--- src/rtl/parity_scan_pkg.sv ---
// Shared definitions for the parity scan engine: FSM state encoding and parity-mode constants.
package parity_scan_pkg;

  typedef enum logic [1:0] {
    StIdle,
    StRead,
    StPresent,
    StFinish
  } scan_state_e;

  // Target value of the XOR over a stored word for it to count as good.
  localparam logic PARITY_EVEN = 1'b0;
  localparam logic PARITY_ODD  = 1'b1;

endpackage

--- src/rtl/scan_bank_mem.sv ---
// Banked word storage: one write port and one registered (one-cycle latency) read port.
module scan_bank_mem #(
  parameter int unsigned DATA_W    = 8,
  parameter int unsigned DEPTH     = 8,
  parameter int unsigned NUM_BANKS = 2,
  parameter int unsigned BANK_W    = 1,
  parameter int unsigned ADDR_W    = 3
) (
  input  logic              i_clk,
  input  logic              i_reset,
  input  logic              i_wr_en,
  input  logic [BANK_W-1:0] i_wr_bank,
  input  logic [ADDR_W-1:0] i_wr_addr,
  input  logic [DATA_W-1:0] i_wr_data,
  input  logic              i_rd_en,
  input  logic [BANK_W-1:0] i_rd_bank,
  input  logic [ADDR_W-1:0] i_rd_addr,
  output logic [DATA_W-1:0] o_rd_data
);

  logic [DATA_W-1:0] r_mem [NUM_BANKS][DEPTH];
  logic [DATA_W-1:0] r_rd_data;

  always_ff @(posedge i_clk) begin
    if (i_wr_en) begin
      r_mem[i_wr_bank][i_wr_addr] <= i_wr_data;
    end
  end

  // Only the read register is reset; the array contents are left as they are.
  always_ff @(posedge i_clk or posedge i_reset) begin
    if (i_reset) begin
      r_rd_data <= '0;
    end else if (i_rd_en) begin
      r_rd_data <= r_mem[i_rd_bank][i_rd_addr];
    end
  end

  assign o_rd_data = r_rd_data;

endmodule

--- src/rtl/parity_scan_engine.sv ---
// Walks every word of a banked memory, checks its parity, presents each word with a
// valid/ready handshake and counts mismatches; supports continuous rescans and abort.
module parity_scan_engine
  import parity_scan_pkg::*;
#(
  parameter int unsigned DATA_W     = 8,
  parameter int unsigned DEPTH      = 8,
  parameter int unsigned NUM_BANKS  = 2,
  parameter int unsigned ODD_PARITY = 0,
  parameter int unsigned ERR_W      = 8,
  localparam int unsigned BANK_W    = (NUM_BANKS > 1) ? $clog2(NUM_BANKS) : 1,
  localparam int unsigned ADDR_W    = $clog2(DEPTH)
) (
  input  logic              clk,
  input  logic              reset,
  input  logic              start,
  input  logic              cont,
  input  logic              abort,
  input  logic              wr_en,
  input  logic [BANK_W-1:0] wr_bank,
  input  logic [ADDR_W-1:0] wr_addr,
  input  logic [DATA_W-1:0] wr_data,
  output logic              out_valid,
  input  logic              out_ready,
  output logic [DATA_W-1:0] out_data,
  output logic [BANK_W-1:0] out_bank,
  output logic [ADDR_W-1:0] out_addr,
  output logic              out_ok,
  output logic              busy,
  output logic              done,
  output logic [ERR_W-1:0]  err_count
);

  localparam logic PARITY_TARGET = (ODD_PARITY != 0) ? PARITY_ODD : PARITY_EVEN;

  scan_state_e       r_state, w_state_next;
  logic [BANK_W-1:0] r_bank;
  logic [ADDR_W-1:0] r_addr;
  logic [ERR_W-1:0]  r_err;
  logic              r_cont;
  logic [DATA_W-1:0] w_rd_data;
  logic              w_rd_en;
  logic              w_mem_we;
  logic              w_parity_ok;
  logic              w_last;
  logic              w_xfer;

  assign w_last      = (r_bank == BANK_W'(NUM_BANKS - 1)) && (r_addr == ADDR_W'(DEPTH - 1));
  assign w_xfer      = (r_state == StPresent) && out_ready && !abort;
  assign w_parity_ok = ((^w_rd_data) == PARITY_TARGET);
  assign w_mem_we    = wr_en && (r_state == StIdle);

  scan_bank_mem #(
    .DATA_W   (DATA_W),
    .DEPTH    (DEPTH),
    .NUM_BANKS(NUM_BANKS),
    .BANK_W   (BANK_W),
    .ADDR_W   (ADDR_W)
  ) u_mem (
    .i_clk    (clk),
    .i_reset  (reset),
    .i_wr_en  (w_mem_we),
    .i_wr_bank(wr_bank),
    .i_wr_addr(wr_addr),
    .i_wr_data(wr_data),
    .i_rd_en  (w_rd_en),
    .i_rd_bank(r_bank),
    .i_rd_addr(r_addr),
    .o_rd_data(w_rd_data)
  );

  always_ff @(posedge clk or posedge reset) begin
    if (reset) begin
      r_state <= StIdle;
    end else begin
      r_state <= w_state_next;
    end
  end

  always_comb begin
    w_state_next = r_state;
    unique case (r_state)
      StIdle:    if (start) w_state_next = StRead;
      StRead:    w_state_next = abort ? StIdle : StPresent;
      StPresent: begin
        if (abort) begin
          w_state_next = StIdle;
        end else if (out_ready) begin
          w_state_next = w_last ? StFinish : StRead;
        end
      end
      StFinish:  w_state_next = (abort || !r_cont) ? StIdle : StRead;
      default:   w_state_next = StIdle;
    endcase
  end

  // A wrapping continuous scan is not a scan end, so it does not pulse done.
  always_comb begin
    out_valid = (r_state == StPresent);
    busy      = (r_state != StIdle);
    done      = (r_state == StFinish) && !r_cont && !abort;
    out_ok    = out_valid && w_parity_ok;
    w_rd_en   = (r_state == StRead);
  end

  // cont is re-sampled on the last transfer of each pass, which decides the wrap in StFinish.
  always_ff @(posedge clk or posedge reset) begin
    if (reset) begin
      r_bank <= '0;
      r_addr <= '0;
      r_err  <= '0;
      r_cont <= 1'b0;
    end else if ((r_state == StIdle) && start) begin
      r_bank <= '0;
      r_addr <= '0;
      r_err  <= '0;
      r_cont <= cont;
    end else if (w_xfer) begin
      if (!w_parity_ok && (r_err != '1)) begin
        r_err <= r_err + ERR_W'(1);
      end
      if (w_last) begin
        r_bank <= '0;
        r_addr <= '0;
        r_cont <= cont;
      end else if (r_addr == ADDR_W'(DEPTH - 1)) begin
        r_addr <= '0;
        r_bank <= r_bank + BANK_W'(1);
      end else begin
        r_addr <= r_addr + ADDR_W'(1);
      end
    end
  end

  assign out_data  = w_rd_data;
  assign out_bank  = r_bank;
  assign out_addr  = r_addr;
  assign err_count = r_err;

endmodule

--- config.mk ---
export PLATFORM = sky130hd
export DESIGN_NAME = parity_scan_engine
export DESIGN_NICKNAME = d
export VERILOG_FILES = /design/src/rtl/parity_scan_pkg.sv /design/src/rtl/scan_bank_mem.sv /design/src/rtl/parity_scan_engine.sv
export SDC_FILE = /design/constraint.sdc
export NUM_CORES = 1
export LEC_CHECK = 0
export CORE_UTILIZATION = 35
export DETAILED_ROUTE_END_ITERATION = 7
export SYNTH_ARGS = -nofsm -noshare
export SYNTH_HDL_FRONTEND = slang
export SYNTH_SLANG_ARGS = --single-unit
--- constraint.sdc ---
create_clock -name clk -period 3.04 [get_ports clk]
set_input_delay 0.912 -clock clk [delete_from_list [all_inputs] [get_ports clk]]
set_output_delay 0.912 -clock clk [all_outputs]
set_load 0.02 [all_outputs]
==> reports/metrics.yaml <==
cts:
  cts_tree: "yes"
  numCtsBuffers: 17
  clock_path_buffers: 2
  post-cts-setup-buffer-count: 0
  htreeDepth: 4
  cts.clk_slew.worst_paths_ns: 0.06
  clock-sinks: 151
  cts_root_buf: "clkbuf_16"
  clk_latency_ns: 0.41
yosys:
  synthCells: 350
  synthTopCellsByCount: "128 x edfxtp_1, 32 x mux4_2, 24 x nand2_1, 23 x dfrtp_1, 18 x nor2_1"
  synth_seq_area_share_pct: 71.9
  synth_top_cell_by_area: "edfxtp_1"
  synth_ff_type: "edfxtp_1"
  ys_types: 34
  yosysMostFrequentCell: "edfxtp_1"
  ys_async_sr_fraction_pct: 15.2
  syn_nets: 372
  synth_top_area_share_pct: 62.5
  yosys-top-cells-area: "edfxtp_1 63%, mux4_2 12%, dfrtp_1 9.4%"
  netlist_area_um2: 6150
  ys_ff_latch: 151
  synth-edff-count: 128
  synth-warning-count: 0
  synth.avg_cell_area_um2: 17.6
worst_hold_path:
  hp-class: "flip-flop to flip-flop"
place:
  hpwl_um: 8500
  post-place-ws_ns: -0.0466
  port_buffers: 42
  dpl_cell_area_um2: 6980
  globalplace.congestion: 0.755
final_layout:
  drive_above_1_share_pct: 21.9
  fillers: 1503
  final_nets: 445
  syn2layout_area_growth_pct: 23.4
  final_area_um2: 7580
  diodes: 0
  seq_area_um2: 4420
  multi_input_area_um2: 1700
pwr:
  ir_drop_uv: 474
  powerDensity_nw_per_um2: 721
  leakage_nw: 2.49
drt:
  drt-initial-drc-count: 209
  wire_per_inst_um: 19.9
  via_count: 3442
  drc_errors: 0
  wl_um: 13100
  drtPass1Iterations: 5
  ant_nets: 0
  vias_per_cell: 5.22
timing:
  max_clock_freq_ghz: 0.350
  worst_slew_pin_slew_ns: 0.815
  relSlewSlack_pct: 45.2
  rsz0062_at_grt: "false"
  fin_ws_ns: 0.181
  fin_crit_ns: 2.86
  finalCritPeriodShare_pct: 94.0
  fin_skew_ns: 0.00579
  slew_viol_final: 0
  setup-violations-final: 0
  hold_viol: 0
setup_path:
  cp-start-kind: "flip-flop"
  endpoint_kind: "output port"
  worstPathRequired_ns: 2.13
  crit_fanout: 3
  cp.arrival_ns: 1.95
  worstSetupPathType: "flip-flop to output port"
flow_run:
  cap_viol_max_count: 0
grt:
  grt_pass1_vias: 3479
  grt_max_degree: 36
  overflow: 0
  grt_pass1_wl_um: 20300
  antenna_found_initial: 0
  track_usage_pct: 15.6
status:
  status: "completed"
floorplan:
  rows: 48
  die-height_um: 135
  core_um2: 17200
  start_util_pct: 35.7
  io-pin-count: 43
  chipWidth_um: 135
  die_area_um2: 18100
-- logic make-up (layout without fill, tap and decap cells) --
family / count (synthesis) / count (layout) / synth area share (%)
flops: 151 / 151 / 71.9
simple gates: 83 / 83 / 6.72
mux: 51 / 51 / 14.9
compound gates: 37 / 37 / 3.46
buf+inv: 16 / 100 / 1.14
xor+xnor: 9 / 9 / 1.28
fa+ha+maj: 3 / 3 / 0.611
-- cells in the final DEF (no fill, tap or decap), types with 4 or more instances in the layout --
| master | instances |
|---|---|
| a21oi_1 | 11 |
| mux2_2 | 5 |
| nand2b_1 | 4 |
| mux2i_1 | 14 |
| clkdlybuf4s50_1 | 40 |
| nand2_1 | 24 |
| nor2_1 | 18 |
| nor3_1 | 12 |
| mux4_2 | 32 |
| xnor2_2 | 5 |
| o31ai_1 | 4 |
| dfrtp_1 | 21 |
| o21ai_0 | 15 |
| clkbuf_16 | 17 |
| buf_4 | 25 |
| edfxtp_1 | 128 |
| nand3_1 | 6 |
| nand3b_1 | 4 |
-- per-layer routing --
metal | vias to the layer above | track usage [%] | wire length, um
li1 | 1538 | - | -
met1 | 1803 | 20.3 | 5870
met2 | 82 | 25.9 | 6530
met3 | 19 | 3.23 | 456
met4 | 0 | 5.99 | 228
met5 | - | 0 | 0
-- where the power goes --
| part | internal (W) | switching (W) |
|---|---|---|
| Clock | 0.00127 | 0.000773 |
| Sequential | 0.00233 | 0.0000817 |
| Combinational | 0.000429 | 0.000583 |
| Total | 0.00403 | 0.00144 |
-- flip-flops by register name, summed over array words and instances (netlist names) --
name             flops
err_count            8
out_addr             3
out_bank             1
r_cont               1
r_state              2
u_mem.o_rd_data      8
u_mem.r_mem        128
-- stage by stage --
| step | hold WS [ns] | utilization, % | setup TNS [ns] | power, W | std cells |
|---|---|---|---|---|---|
| floorplan | 0.504 | - | 0 | 0.00299 | 350 |
| global placement | 0.509 | 40.5 | -0.0251 | 0.00338 | 629 |
| detailed placement | 0.527 | 40.5 | -0.0466 | 0.00341 | 629 |
| CTS | 0.551 | 44.0 | 0 | 0.00551 | 659 |
| global route | 0.583 | 44.0 | 0 | 0.00569 | 659 |
| finish | 0.540 | 44.0 | 0 | 0.00547 | 659 |
-- critical path: stages, from the launching register on --
cell	delay, ns
dfrtp_1	0.42
xnor2_2	0.25
xnor2_2	0.13
xnor2_1	0.23
and2_2	0.17
dlygate4sd2_1	0.33
-- timing repair --
action                                  in CTS  in global routing
endpoints found under the setup margin       2                  0
hold buffers                                 0                  0
hold endpoints to repair                     0                  0
resized for setup                            7                  0
-- final timing paths --
| kind | start | endpoint | slack, ns | cells after the start |
|---|---|---|---|---|
| setup / recovery | u_mem.o_rd_data[6] | out_ok | 0.18 | 5 |
| hold / removal | u_mem.o_rd_data[4] | u_mem.o_rd_data[4] | 0.54 | 2 |
| setup reg to reg | err_count[0] | err_count[6] | 0.91 | 6 |
| hold reg to reg | u_mem.o_rd_data[4] | u_mem.o_rd_data[4] | 0.54 | 2 |
| max in group asynchronous | reset | out_addr[0] | 1.73 | 3 |
| min in group asynchronous | reset | err_count[3] | 0.75 | 2 |
-- layout make-up --
class,count,share of cell area [%]
clock buffers,20,5.76
clock inverters,10,1.73
inverters,3,0.148
multi-input cells,183,22.4
flip-flops and latches,151,58.3
well taps,225,3.71
repair buffers,67,7.98
Note: power is estimated with default switching activity, not from simulation.
